File: config.mk
export PLATFORM = sky130hd
export DESIGN_NAME = instr_loader
export DESIGN_NICKNAME = d
export VERILOG_FILES = /design/src/rtl/instr_loader_pkg.sv /design/src/rtl/instr_loader_word_assembler.sv /design/src/rtl/instr_loader.sv
export SDC_FILE = /design/constraint.sdc
export NUM_CORES = 1
export LEC_CHECK = 0
export ABC_AREA = 0
export CAP_MARGIN = 20
export CORE_UTILIZATION = 30
export DETAILED_ROUTE_END_ITERATION = 8
export PLACE_DENSITY = 0.6
export SLEW_MARGIN = 20
export SYNTH_ARGS = -nofsm -noshare
export SYNTH_HDL_FRONTEND = slang
export SYNTH_HIERARCHICAL = 1
export SYNTH_SLANG_ARGS = --single-unit
File: constraint.sdc
create_clock -name i_clk -period 2.25 [get_ports i_clk]
set_input_delay 0.45 -clock i_clk [delete_from_list [all_inputs] [get_ports i_clk]]
set_output_delay 0.45 -clock i_clk [all_outputs]
set_load 0.05 [all_outputs]
File: src/rtl/instr_loader_pkg.sv
// Shared definitions for the boot-time instruction loader: state encoding,
// word geometry, default terminating word and a ceil-log2 helper.
package instr_loader_pkg;

    // State encoding
    localparam logic [2:0] ST_IDLE_ENC  = 3'd0;
    localparam logic [2:0] ST_RECV_ENC  = 3'd1;
    localparam logic [2:0] ST_WRITE_ENC = 3'd2;
    localparam logic [2:0] ST_CHECK_ENC = 3'd3;
    localparam logic [2:0] ST_DONE_ENC  = 3'd4;

    typedef enum logic [2:0] {
        ST_IDLE  = ST_IDLE_ENC,
        ST_RECV  = ST_RECV_ENC,
        ST_WRITE = ST_WRITE_ENC,
        ST_CHECK = ST_CHECK_ENC,
        ST_DONE  = ST_DONE_ENC
    } state_t;

    localparam int BYTES_PER_WORD = 4;
    localparam int BYTE_CNT_W     = 2;

    localparam logic [31:0] DEFAULT_HALT_WORD = 32'hFFFF_FFFF;

    // Ceiling log2; clogb2(1) = 0, clogb2(2048) = 11, clogb2(4) = 2
    function automatic int clogb2(input int value);
        int v;
        int r;
        r = 0;
        v = value - 1;
        while (v > 0) begin
            r = r + 1;
            v = v >> 1;
        end
        return r;
    endfunction

endpackage

File: src/rtl/instr_loader_word_assembler.sv
// Shifts UART bytes MSB-first into a word, counts bytes within the word and
// flags (one cycle late, registered) that a full word has been assembled.
module instr_loader_word_assembler
    import instr_loader_pkg::*;
(
    input  logic                          clk,
    input  logic                          reset,
    input  logic                          clear,
    input  logic                          accept,
    input  logic [7:0]                    rx_byte,
    output logic [BYTES_PER_WORD*8-1:0]   word,
    output logic [BYTE_CNT_W-1:0]         byte_cnt,
    output logic                          word_valid
);

    localparam int WORD_W = BYTES_PER_WORD * 8;
    localparam logic [BYTE_CNT_W-1:0] LAST_BYTE = BYTE_CNT_W'(BYTES_PER_WORD - 1);

    logic [WORD_W-1:0]     word_reg;
    logic [WORD_W-1:0]     word_next;
    logic [BYTE_CNT_W-1:0] byte_cnt_reg;
    logic                  word_valid_reg;

    // Byte lanes: the new byte enters lane 0, every other lane takes its lower neighbour
    genvar gi;
    generate
        for (gi = 0; gi < BYTES_PER_WORD; gi++) begin : g_lane
            if (gi == 0) begin : g_low
                assign word_next[7:0] = rx_byte;
            end else begin : g_shift
                assign word_next[gi*8 +: 8] = word_reg[(gi-1)*8 +: 8];
            end
        end
    endgenerate

    // Shift register, byte counter and the completed-word pulse
    always_ff @(posedge clk) begin
        if (reset || clear) begin
            word_reg       <= '0;
            byte_cnt_reg   <= '0;
            word_valid_reg <= 1'b0;
        end else begin
            word_valid_reg <= accept && (byte_cnt_reg == LAST_BYTE);
            if (accept) begin
                word_reg     <= word_next;
                byte_cnt_reg <= byte_cnt_reg + BYTE_CNT_W'(1);
            end
        end
    end

    assign word       = word_reg;
    assign byte_cnt   = byte_cnt_reg;
    assign word_valid = word_valid_reg;

endmodule

File: src/rtl/instr_loader.sv
// Boot loader in front of the instruction RAM write port. Builds 32-bit words
// from the UART byte stream and writes them from address 0 upward until the
// HALT word is seen or the RAM is full.
// Optional checksum byte after HALT: define INSTR_LOADER_CHECKSUM_EN.
module instr_loader
    import instr_loader_pkg::*;
#(
    parameter int                    RAM_WIDTH = 32,
    parameter int                    RAM_DEPTH = 2048,
    parameter logic [RAM_WIDTH-1:0]  HALT_WORD = RAM_WIDTH'(DEFAULT_HALT_WORD)
) (
    input  logic                          i_clk,
    input  logic                          i_reset,
    input  logic                          i_start,
    input  logic [7:0]                    i_rx_data,
    input  logic                          i_rx_done,
    output logic [RAM_WIDTH-1:0]          o_addr,
    output logic [RAM_WIDTH-1:0]          o_data,
    output logic                          o_we,
    output logic                          o_en,
    output logic                          o_busy,
    output logic                          o_done,
    output logic                          o_full,
    output logic                          o_error,
    output logic [clogb2(RAM_DEPTH):0]    o_word_count
);

    localparam int IDX_W  = (clogb2(RAM_DEPTH) < 1) ? 1 : clogb2(RAM_DEPTH);
    localparam int CNT_W  = clogb2(RAM_DEPTH) + 1;
    localparam int WORD_W = BYTES_PER_WORD * 8;
    localparam logic [IDX_W-1:0] LAST_IDX = IDX_W'(RAM_DEPTH - 1);

    state_t                state_reg;
    logic [IDX_W-1:0]      word_idx_reg;
    logic [CNT_W-1:0]      word_count_reg;
    logic                  busy_reg;
    logic                  done_reg;
    logic                  full_reg;

    logic [WORD_W-1:0]     asm_word;
    logic [BYTE_CNT_W-1:0] asm_byte_cnt;
    logic                  asm_word_valid;
    logic [RAM_WIDTH-1:0]  cur_word;

    logic                  start_accept;
    logic                  last_write;
    logic                  asm_accept;
    logic                  fourth_byte;

    assign cur_word     = RAM_WIDTH'(asm_word);
    assign start_accept = i_start && ((state_reg == ST_IDLE) || (state_reg == ST_DONE));
    // The write in progress ends the load; a byte arriving alongside it is not data
    assign last_write   = (cur_word == HALT_WORD) || (word_idx_reg == LAST_IDX);
    assign asm_accept   = i_rx_done && ((state_reg == ST_RECV) ||
                                        ((state_reg == ST_WRITE) && !last_write));
    assign fourth_byte  = asm_accept && (asm_byte_cnt == BYTE_CNT_W'(BYTES_PER_WORD - 1));

    instr_loader_word_assembler u_word_assembler (
        .clk        (i_clk),
        .reset      (i_reset),
        .clear      (start_accept),
        .accept     (asm_accept),
        .rx_byte    (i_rx_data),
        .word       (asm_word),
        .byte_cnt   (asm_byte_cnt),
        .word_valid (asm_word_valid)
    );

`ifdef INSTR_LOADER_CHECKSUM_EN
    logic       error_reg;
    logic [7:0] csum_reg;

    // Running XOR of every data byte taken into this load
    always_ff @(posedge i_clk) begin
        if (i_reset || start_accept) begin
            csum_reg <= 8'h00;
        end else if (asm_accept) begin
            csum_reg <= csum_reg ^ i_rx_data;
        end
    end
`endif

    // Load sequencing, word addressing and status flags
    always_ff @(posedge i_clk) begin
        if (i_reset) begin
            state_reg      <= ST_IDLE;
            word_idx_reg   <= '0;
            word_count_reg <= '0;
            busy_reg       <= 1'b0;
            done_reg       <= 1'b0;
            full_reg       <= 1'b0;
`ifdef INSTR_LOADER_CHECKSUM_EN
            error_reg      <= 1'b0;
`endif
        end else begin
            case (state_reg)
                ST_IDLE, ST_DONE: begin
                    if (i_start) begin
                        state_reg      <= ST_RECV;
                        word_idx_reg   <= '0;
                        word_count_reg <= '0;
                        busy_reg       <= 1'b1;
                        done_reg       <= 1'b0;
                        full_reg       <= 1'b0;
`ifdef INSTR_LOADER_CHECKSUM_EN
                        error_reg      <= 1'b0;
`endif
                    end
                end
                ST_RECV: begin
                    if (fourth_byte) begin
                        state_reg <= ST_WRITE;
                    end
                end
                ST_WRITE: begin
                    word_count_reg <= word_count_reg + CNT_W'(1);
                    if (cur_word == HALT_WORD) begin
`ifdef INSTR_LOADER_CHECKSUM_EN
                        state_reg <= ST_CHECK;
`else
                        state_reg <= ST_DONE;
                        busy_reg  <= 1'b0;
                        done_reg  <= 1'b1;
`endif
                    end else if (word_idx_reg == LAST_IDX) begin
                        state_reg <= ST_DONE;
                        busy_reg  <= 1'b0;
                        done_reg  <= 1'b1;
                        full_reg  <= 1'b1;
                    end else begin
                        word_idx_reg <= word_idx_reg + IDX_W'(1);
                        state_reg    <= ST_RECV;
                    end
                end
`ifdef INSTR_LOADER_CHECKSUM_EN
                ST_CHECK: begin
                    if (i_rx_done) begin
                        error_reg <= (i_rx_data != csum_reg);
                        state_reg <= ST_DONE;
                        busy_reg  <= 1'b0;
                        done_reg  <= 1'b1;
                    end
                end
`endif
                default: begin
                    state_reg <= ST_IDLE;
                    busy_reg  <= 1'b0;
                end
            endcase
        end
    end

    assign o_addr       = RAM_WIDTH'(word_idx_reg);
    assign o_data       = cur_word;
    assign o_we         = asm_word_valid;
    assign o_en         = asm_word_valid;
    assign o_busy       = busy_reg;
    assign o_done       = done_reg;
    assign o_full       = full_reg;
    assign o_word_count = word_count_reg;
`ifdef INSTR_LOADER_CHECKSUM_EN
    assign o_error      = error_reg;
`else
    assign o_error      = 1'b0;
`endif

endmodule

==> results.yml, run 1 <==
logic_synthesis:
  syn_area_mm2: 0.00296
  ys.warnings.count: 6
  synth-async-reset-ratio_pct: 0
  synth-seq-cells: 64
  synth_ff_type: "dfxtp_1"
  seq_area_frac_synth_pct: 43.3
  synth.distinct_cells: 48
  synth_cells: 324
  synth-edff-count: 0
  avgSynthCellArea_um2: 9.13
worst_setup_path:
  start_kind: "flop"
  cpLargestDelayFamily: "buffers and inverters"
  crit_chain: "clkdlybuf4s50_1"
  worst-path-buf-inv: 1
  cp.depth: 1
  path_max_fanout: 8
  critPathCaptureType: "primary output"
  cp_data_arrival_time_ns: 1.65
  reg2reg_depth: 7
  critPathKind: "reg -> out"
  slowest_stage: "clkdlybuf4s50_1"
  required_ns: 1.80
  max_stage_delay_ns: 0.85
place:
  hpwl_um: 5130
  routabilityCongestion: 0.782
  io_buffers: 71
route:
  firstDrtPassIters: 4
  wire_per_inst_um: 13.5
  dr.max_layer_used: "met4"
  route.met3.wl_um: 576
  avgViaCountPerCell: 4.72
  drtAntennaViolNets: 0
  drcViolationCount: 0
  wl_met1_um: 3350
  wl_met2_um: 3280
  dr.first_iter.drc_count: 75
  wl_um: 7260
  routed-via-count: 2541
clock_tree:
  clk_path_buf_depth: 2
  cts_tree: "built"
  htreeDepth: 3
  cts_root_buffer: "clkbuf_8"
  clkSlewWorstSetupHoldPaths_ns: 0.07
  worstSkewPairLatency_ns: 0.34
  post_cts_buffers: 0
  clock-sinks: 64
  ctsResizeCount: 0
  hold_buffers: 0
  numCtsBuffers: 9
sta:
  rsz0062_at_grt: "false"
  worstMarginPinSlew_ns: 0.551
  fmaxAchievable_mhz: 477
  drv_slew: 0
  hold_viol: 0
  slew_headroom_pct: 63.2
  period_share_pct: 93.3
  period_needed_ns: 2.10
  fin_worst_skew_ns: 0.0111
  setup_viol: 0
  setup-tns-final_ns: 0
final_layout:
  fin_util_pct: 42.5
  antennaDiodeCount: 0
  syn_to_final_growth_pct: 34.6
  drive_gt1_share_pct: 11.2
  num-fill-cells: 947
  layout_common_cells: "71 x clkdlybuf4s50_1, 58 x dfxtp_1, 52 x nor2_1"
  largest_reg_flops: 32
  nets: 419
  final_common_cell: "clkdlybuf4s50_1"
die:
  die_y_um: 101
  die_area_mm2: 0.0103
  ioPinCount: 94
  die_w_um: 101
  core_area_mm2: 0.00937
  row_count: 35
  start_util_pct: 31.5
grt:
  track_usage_pct: 14.6
  grt_overflow: 0
  grt_pass1_vias: 2444
  grt_pass1_wl_um: 11800
  grt_max_degree: 36
  antenna_found_initial: 0
run:
  cap_violations: 0
hold_path:
  whs_path_depth: 2
  min_path_type: "reg -> reg"
power_and_ir_drop:
  p_leak_uw: 0.00139
  powerDensity_mw_per_mm2: 620
  vdd_drop_max_v: 0.000343
status:
  status: "finished, final reports clean"
[synthesized netlist by cell type (all sizes together) (2+ instances only)]
cell / number / area, µm²
dfxtp: 64 / 1280
a311oi: 4 / 35.0
a21oi: 11 / 55.1
nor3: 4 / 20.0
and4: 2 / 17.5
o21ai: 10 / 50.1
o31ai: 4 / 30.0
buf: 32 / 279
mux2i: 35 / 350
ha: 3 / 37.5
or2: 5 / 33.8
a31oi: 4 / 25.0
clkbuf: 7 / 26.3
nor4: 4 / 25.0
or3b: 2 / 20.0
and2: 2 / 12.5
nor2b: 2 / 12.5
or3: 2 / 12.5
inv: 4 / 15.0
and3: 2 / 12.5
a41o: 2 / 20.0
nand2: 22 / 82.6
or4: 5 / 37.5
nand4: 16 / 100
nor2: 53 / 201
nand3: 7 / 35.0
nand3b: 2 / 15.0
[final cells by class]
cell class	instances	area, µm²	share of cell area, %
clock buffers	13	149	3.74
clock inverters	3	65.1	1.63
inverters	4	15.0	0.377
multi-input cells	238	1450	36.3
flip-flops and latches	64	1290	32.4
well taps	129	161	4.06
repair buffers	87	856	21.5
[through the flow]
step	cells	hold WS [ns]	power, µW	setup WS [ns]	area [µm²]
2_1_floorplan	345	0.481	1400	0.0467	3040
3_3_place_gp	522	0.455	1420	0.104	3770
3_5_place_dp	522	0.455	1420	0.0978	3770
4_1_cts	538	0.465	2490	0.125	3980
5_1_grt	538	0.496	2560	0.0474	3980
6_report	538	0.464	2470	0.152	3980
[kinds of logic (layout without fill, tap and decap cells)]
| family | Yosys count | count (layout) | synth area share, % |
|---|---|---|---|
| AND/OR/NAND/NOR | 133 | 133 | 22.3 |
| flip-flops | 64 | 64 | 43.3 |
| AO/OA/AOI/OAI | 43 | 43 | 9.56 |
| buffers and inverters | 43 | 107 | 10.8 |
| multiplexers | 36 | 36 | 12.2 |
| adder cells (fa/ha/maj) | 3 | 3 | 1.27 |
| other | 1 | 22 | 0.127 |
| XOR/XNOR | 1 | 1 | 0.296 |
[final timing paths]
| kind | start | to | slack (ns) |
|---|---|---|---|
| hold reg to reg | o_done$_SDFFE_PP0P_ | o_done$_SDFFE_PP0P_ | 0.46 |
| hold / removal | o_done$_SDFFE_PP0P_ | o_done$_SDFFE_PP0P_ | 0.46 |
| setup reg to reg | state_reg[1]$_SDFFE_PP0P_ | u_word_assembler/word[9]$_SDFFE_PP0P_ | 0.17 |
| setup / recovery | o_word_count[3]$_SDFFE_PP0P_ | o_word_count[3] | 0.15 |
[layer usage]
layer	vias to the layer above	track usage (%)
met5	-	0
met1	1167	18.8
li1	1273	-
met3	5	5.59
met2	96	22.6
met4	0	5.02
[tightest hold or removal path: stages (launching register included)]
cell     delay [ns]
dfxtp_1        0.31
nand2_1        0.06
a21oi_1        0.05
[report_power, final]
| group | internal [µW] | switching [µW] | total [µW] | leakage (µW) |
|---|---|---|---|---|
| sequential | 1140 | 7.03 | 1150 | 0.000519 |
| clock | 654 | 423 | 1080 | 0.000108 |
| combinational | 71.2 | 174 | 245 | 0.000765 |
(Power assumes the default switching activity.)
==> run 2, diff against run 1 <==
--- a/config.mk
+++ b/config.mk
@@ -13,5 +13,4 @@
 export SLEW_MARGIN = 20
 export SYNTH_ARGS = -nofsm -noshare
 export SYNTH_HDL_FRONTEND = slang
-export SYNTH_HIERARCHICAL = 1
 export SYNTH_SLANG_ARGS = --single-unit
==> run 2 against run 1 <==
Count of clock-buffer cells in the layout decreased by 2. Combinational power increased by 2%. Global-route usage decreased by 0.38 points. Design area increased by 2.3%. Non-clock buffer count decreased by 2. Sequential power about the same. First-iteration DRC count decreased by 8.0%. Clock power decreased by 6%. Worst hold slack improved by 0.0074 ns. Largest cell class unchanged.
==> results.yml, run 2 <==
route:
  drcViolationCount: 0
  drtAntennaViolNets: 0
  avgViaCountPerCell: 4.78
  routed-via-count: 2627
  dr.first_iter.drc_count: 69
  firstDrtPassIters: 4
  wl_um: 7200
  wire_per_inst_um: 13.1
die:
  die_y_um: 102
  start_util_pct: 30.9
  row_count: 36
  die_w_um: 102
  core_area_mm2: 0.00977
  die_area_mm2: 0.0105
  ioPinCount: 94
logic_synthesis:
  syn_area_mm2: 0.00302
  synth-edff-count: 0
  seq_area_frac_synth_pct: 42.5
  avgSynthCellArea_um2: 9.01
  synth-seq-cells: 64
  synth-async-reset-ratio_pct: 0
  yosysTopAreaCell: "dfxtp_1"
  synth.most_common_cell: "dfxtp_1"
  synth_area_leaders: "dfxtp_1 42%, mux2i_1 12%, nand2_1 7.5%"
  ys.warnings.count: 0
  synth_cells: 335
  synth_top_area_share_pct: 42.5
  synth_ff_type: "dfxtp_1"
  synth_commonest_cells: "64 x dfxtp_1, 60 x nand2_1, 35 x mux2i_1, 25 x buf_4, 17 x nor2_1"
  synth.distinct_cells: 51
power_and_ir_drop:
  pwr-share-clk_pct: 42.2
  power.total_uw: 2420
  p_leak_uw: 0.00141
  p_int_uw: 1780
  vdd_drop_max_v: 0.000364
  pwr-share-seq_pct: 47.4
  combPwrFrac_pct: 10.4
  sw_frac_of_total_pct: 26.5
  powerDensity_mw_per_mm2: 594
  p_switching_uw: 641
final_layout:
  antennaDiodeCount: 0
  multi_input_area_mm2: 0.00155
  fin_util_pct: 41.7
  syn_to_final_growth_pct: 34.9
  drive_gt1_share_pct: 9.59
  seqCellArea_mm2: 0.00128
  final_common_cell: "clkdlybuf4s50_1"
  nets: 428
  layout_common_cells: "71 x clkdlybuf4s50_1, 62 x dfxtp_1, 60 x nand2_1"
  largest_reg_flops: 32
  fin_area_mm2: 0.00407
  num-fill-cells: 1005
sta:
  rsz0062_at_grt: "false"
  worstMarginPinSlew_ns: 0.520
  slew_headroom_pct: 65.2
  period_share_pct: 93.2
  fin_worst_skew_ns: 0.0123
  period_needed_ns: 2.10
  drv_slew: 0
  setup-tns-final_ns: 0
  fmaxAchievable_mhz: 477
  setup_viol: 0
  hold_viol: 0
worst_setup_path:
  critPathKind: "reg -> reg"
  slowest_stage: "or4_1"
  required_ns: 2.48
  path_max_fanout: 12
  critPathCaptureType: "flop"
  reg2reg_to: "u_word_assembler.word[15]$_SDFFE_PP0P_"
  max_stage_delay_ns: 0.59
  r2r-start: "word_idx_reg[0]$_SDFFE_PP0P_"
  worst-path-buf-inv: 1
  cpLargestDelayFamily: "simple AND/OR/NAND/NOR gates"
  start_kind: "flop"
  crit_chain: "ha_1, nand3_2, or4_1, o2111ai_4, nand2_4, buf_12, mux2i_1"
  reg2reg_depth: 7
  r2r_slack_ns: 0.15
  cp_data_arrival_time_ns: 2.32
run:
  cap_violations: 0
clock_tree:
  cts_tree: "built"
  ctsResizeCount: 0
  htreeDepth: 3
  cts_root_buffer: "clkbuf_8"
  clk_path_buf_depth: 2
  clock-sinks: 64
  post_cts_buffers: 0
  numCtsBuffers: 9
  worstSkewPairLatency_ns: 0.35
  hold_buffers: 0
  clkSlewWorstSetupHoldPaths_ns: 0.08
hold_path:
  min-delay-start: "u_word_assembler.byte_cnt[1]$_SDFFE_PP0P_"
  min_path_type: "reg -> reg"
  min_to: "u_word_assembler.byte_cnt[1]$_SDFFE_PP0P_"
  whs_path_depth: 2
grt:
  antenna_found_initial: 0
  grt_pass1_wl_um: 11500
  grt_pass1_vias: 2424
  grt_overflow: 0
  grt_max_degree: 44
  track_usage_pct: 14.3
place:
  io_buffers: 71
  place_area_mm2: 0.00387
  hpwl_um: 5190
  routabilityCongestion: 0.748
status:
  status: "finished, final reports clean"
==> run 2: changes by cell type in the layout (fill, tap and decap cells not counted), moves of 7 or more <==
cell / change
nand2_1: +38
nand2b_1: +7
nor2_1: -35
o21ai_0: -9
o21ai_1: +7
==> run 2: stage by stage <==
| stage | hold slack, ns | setup slack, ns | cells |
|---|---|---|---|
| finish | 0.471 | 0.154 | 550 |
| global route | 0.502 | 0.0315 | 550 |
| CTS | 0.471 | 0.141 | 550 |
| detailed placement | 0.461 | 0.169 | 535 |
| global placement | 0.446 | 0.212 | 535 |
| floorplan | 0.438 | 0.0507 | 356 |
==> run 2: kinds of logic (layout without fill, tap and decap cells) <==
| logic type | Yosys count | count (layout) | synth area share, % |
|---|---|---|---|
| fa+ha+maj | 3 | 3 | 1.24 |
| compound gates | 48 | 48 | 10.9 |
| mux | 38 | 38 | 12.7 |
| flops | 64 | 64 | 42.5 |
| other cells | 1 | 22 | 0.124 |
| buf+inv | 43 | 104 | 9.24 |
| simple gates | 138 | 138 | 23.3 |
==> run 2: worst max path at each step <==
| stage | start | end | slack [ns] | cells after the start |
|---|---|---|---|---|
| 2_1_floorplan | u_word_assembler.word[23]$_SDFFE_PP0P_ | state_reg[0]$_SDFFE_PP0P_ | 0.05 | 6 |
| 3_3_place_gp | word_idx_reg[0]$_SDFFE_PP0P_ | u_word_assembler.word[19]$_SDFFE_PP0P_ | 0.21 | 7 |
| 4_1_cts | word_idx_reg[2]$_SDFFE_PP0P_ | o_addr[2] | 0.14 | 2 |
| 6_report | word_idx_reg[0]$_SDFFE_PP0P_ | u_word_assembler.word[15]$_SDFFE_PP0P_ | 0.15 | 7 |
| 5_1_grt | word_idx_reg[0]$_SDFFE_PP0P_ | u_word_assembler.word[15]$_SDFFE_PP0P_ | 0.03 | 7 |
| 3_5_place_dp | word_idx_reg[0]$_SDFFE_PP0P_ | u_word_assembler.word[15]$_SDFFE_PP0P_ | 0.17 | 7 |
==> run 2: layout make-up <==
cell class | instances | share of cell area, %
clock buffer | 11 | 3.72
clock inverter | 4 | 1.32
inverter | 4 | 0.369
multi-input combinational | 249 | 38.0
sequential | 64 | 31.5
tap | 133 | 4.09
timing repair buffer | 85 | 21.0
==> run 2: power by group through the flow <==
| stage | logic (µW) | registers, µW | clock network (µW) |
|---|---|---|---|
| 5_1_grt | 268 | 1150 | 1110 |
| 4_1_cts | 252 | 1150 | 1050 |
| 6_report | 251 | 1150 | 1020 |
| 2_1_floorplan | 195 | 1190 | 0 |
| 3_5_place_dp | 252 | 1170 | 0 |
| 3_3_place_gp | 249 | 1170 | 0 |
==> run 2: layer usage <==
layer | track usage [%] | routed length [µm]
met1 | 17.6 | 3280
met2 | 22.6 | 3360
met3 | 5.40 | 452
met4 | 5.27 | 109
met5 | 0 | 0
==> run 2: worst reg2reg max path, delay by kind of cell (launching register included) <==
family / cells / cell delay [ns]
AO/OA/AOI/OAI: 1 / 0.16
adder cells (fa/ha/maj): 1 / 0.21
buffers and inverters: 1 / 0.20
flip-flops: 1 / 0.38
multiplexers: 1 / 0.13
AND/OR/NAND/NOR: 3 / 0.90
==> run 3, diff against run 2 <==
--- a/config.mk
+++ b/config.mk
@@ -7,6 +7,7 @@
 export LEC_CHECK = 0
 export ABC_AREA = 0
 export CAP_MARGIN = 20
+export CORE_MARGIN = 4
 export CORE_UTILIZATION = 30
 export DETAILED_ROUTE_END_ITERATION = 8
 export PLACE_DENSITY = 0.6
==> run 3 against run 2 <==
Sequential power barely moved. Worst setup slack improved by 0.0025 ns. Power rose by 2.1%. Wire length rose by 1.3%. Count of clock-buffer cells in the layout fell by 2. Register-to-register slack barely moved. Largest power group unchanged. Cell count fell by 0.36%. Combinational power fell by 2%. Utilization fell by 0.20 points. Largest cell class unchanged. First-iteration DRC count rose by 49%. Highest routed layer unchanged. Maximum frequency rose by 0.12%.
==> results.yml, run 3 (synthesis results as in run 2) <==
clock_tree:
  cts_root_buffer: "clkbuf_8"
  clock-sinks: 64
  clkSlewWorstSetupHoldPaths_ns: 0.07
  clk_path_buf_depth: 2
  numCtsBuffers: 9
  hold_buffers: 0
  htreeDepth: 3
  post_cts_buffers: 0
  worstSkewPairLatency_ns: 0.34
  cts_tree: "built"
  ctsResizeCount: 0
sta:
  finalWorstSetupSlack_ns: 0.156
  period_share_pct: 93.1
  setup-tns-final_ns: 0
  fin_worst_skew_ns: 0.00864
  slew_headroom_pct: 64.2
  setup_viol: 0
  period_needed_ns: 2.09
  worstMarginPinSlew_ns: 0.535
  fmaxAchievable_mhz: 478
  hold_viol: 0
  drv_slew: 0
  rsz0062_at_grt: "false"
place:
  routabilityCongestion: 0.820
  hpwl_um: 5390
  io_buffers: 71
  placed_cells: 532
  dp_slack_ns: 0.148
worst_setup_path:
  required_ns: 2.47
  r2r-start: "word_idx_reg[0]$_SDFFE_PP0P_"
  critPathKind: "reg -> reg"
  reg2reg_to: "u_word_assembler.word[26]$_SDFFE_PP0P_"
  crit_chain: "ha_1, nand3_2, or4_1, o2111ai_4, nand2_4, buf_12, mux2i_1"
  slowest_stage: "or4_1"
  max_stage_delay_ns: 0.59
  path_max_fanout: 25
  start_kind: "flop"
  cp_data_arrival_time_ns: 2.31
  r2r_slack_ns: 0.16
  reg2reg_depth: 7
  critPathCaptureType: "flop"
power_and_ir_drop:
  powerDensity_mw_per_mm2: 610
  p_int_uw: 1830
  p_leak_uw: 0.00139
  combPwrFrac_pct: 9.9
  pwr-share-seq_pct: 46.4
  pwr-share-clk_pct: 43.7
  sw_frac_of_total_pct: 26.0
  p_switching_uw: 643
  vdd_drop_max_v: 0.000267
final_layout:
  final_common_cell: "clkdlybuf4s50_1"
  antennaDiodeCount: 0
  largest_reg_flops: 32
  layout_common_cells: "71 x clkdlybuf4s50_1, 62 x dfxtp_1, 60 x nand2_1"
  final_cell_count_no_fill: 548
  drive_gt1_share_pct: 9.16
  num-fill-cells: 990
  syn_to_final_growth_pct: 34.2
  nets: 425
grt:
  grt_pass1_wl_um: 12000
  grt_overflow: 0
  grt_max_degree: 44
  track_usage_pct: 12.7
  antenna_found_initial: 0
  grt_pass1_vias: 2514
route:
  drtAntennaViolNets: 0
  dr.first_iter.drc_count: 103
  avgViaCountPerCell: 4.71
  wl_um: 7300
  firstDrtPassIters: 4
  drcViolationCount: 0
  wire_per_inst_um: 13.3
  routed-via-count: 2579
die:
  start_util_pct: 30.9
  ioPinCount: 94
  die_w_um: 108
  die_y_um: 108
  core_area_mm2: 0.00977
  row_count: 36
  die_area_mm2: 0.0117
status:
  status: "finished, final reports clean"
hold_path:
  min_to: "u_word_assembler.byte_cnt[1]$_SDFFE_PP0P_"
  whs_path_depth: 2
  min_path_type: "reg -> reg"
  min-delay-start: "u_word_assembler.byte_cnt[1]$_SDFFE_PP0P_"
run:
  cap_violations: 0
==> run 3: cell count changes in the layout (fill, tap and decap cells not counted), sizes merged <==
cell      delta
buf          -3
clkbuf       -2
bufinv       +1
clkinv       +1
clkinvlp     +1
==> run 3: how the worst max path moves through the flow <==
stage | startpoint | end | cells past startpoint
6_report | word_idx_reg[0]$_SDFFE_PP0P_ | u_word_assembler.word[26]$_SDFFE_PP0P_ | 7
5_1_grt | word_idx_reg[0]$_SDFFE_PP0P_ | u_word_assembler.word[24]$_SDFFE_PP0P_ | 7
4_1_cts | word_idx_reg[0]$_SDFFE_PP0P_ | u_word_assembler.word[29]$_SDFFE_PP0P_ | 7
3_5_place_dp | word_idx_reg[0]$_SDFFE_PP0P_ | u_word_assembler.word[12]$_SDFFE_PP0P_ | 7
3_3_place_gp | word_idx_reg[0]$_SDFFE_PP0P_ | u_word_assembler.word[6]$_SDFFE_PP0P_ | 7
2_1_floorplan | u_word_assembler.word[23]$_SDFFE_PP0P_ | state_reg[0]$_SDFFE_PP0P_ | 6
==> run 3: worst max-delay path, delay by kind of cell (launching register included) <==
kind | cells | cell delay, ns
adder cells (fa/ha/maj) | 1 | 0.21
flip-flops | 1 | 0.38
AO/OA/AOI/OAI | 1 | 0.16
AND/OR/NAND/NOR | 3 | 0.88
multiplexers | 1 | 0.13
buffers and inverters | 1 | 0.22
==> run 3: cell type report <==
class                           instances  area (µm²)  area share [%]
Multi-Input combinational cell        249        1550            38.2
Sequential cell                        64        1280            31.7
Clock inverter                          7        96.3            2.38
Tap cell                              133         166            4.11
Clock buffer                            9         124            3.06
Timing Repair Buffer                   82         818            20.2
Inverter                                4        15.0           0.371
==> run 3: layer usage <==
layer	vias up	wire length, µm	global-route usage [%]
li1	1296	-	-
met4	0	68	2.98
met3	8	518	4.60
met5	-	0	0
met2	72	3430	20.7
met1	1203	3280	16.0
==> run 3: per-stage QoR <==
| step | util, % | cell area [µm²] | total power [µW] | hold WS [ns] |
|---|---|---|---|---|
| final | 41.4 | 4050 | 2470 | 0.466 |
| after global routing | 41.4 | 4050 | 2570 | 0.499 |
| after CTS | 41.4 | 4050 | 2500 | 0.468 |
| after detailed placement | 39.2 | 3830 | 1420 | 0.456 |
| after global placement | 39.2 | 3830 | 1420 | 0.446 |
| after floorplan | - | 3100 | 1390 | 0.438 |
==> run 3: power by group through the flow <==
| stage | clock network (µW) | logic [µW] | registers, µW |
|---|---|---|---|
| after floorplan | 0 | 195 | 1190 |
| after global placement | 0 | 244 | 1170 |
| after detailed placement | 0 | 246 | 1170 |
| after CTS | 1110 | 246 | 1150 |
| after global routing | 1160 | 262 | 1150 |
| final | 1080 | 245 | 1150 |
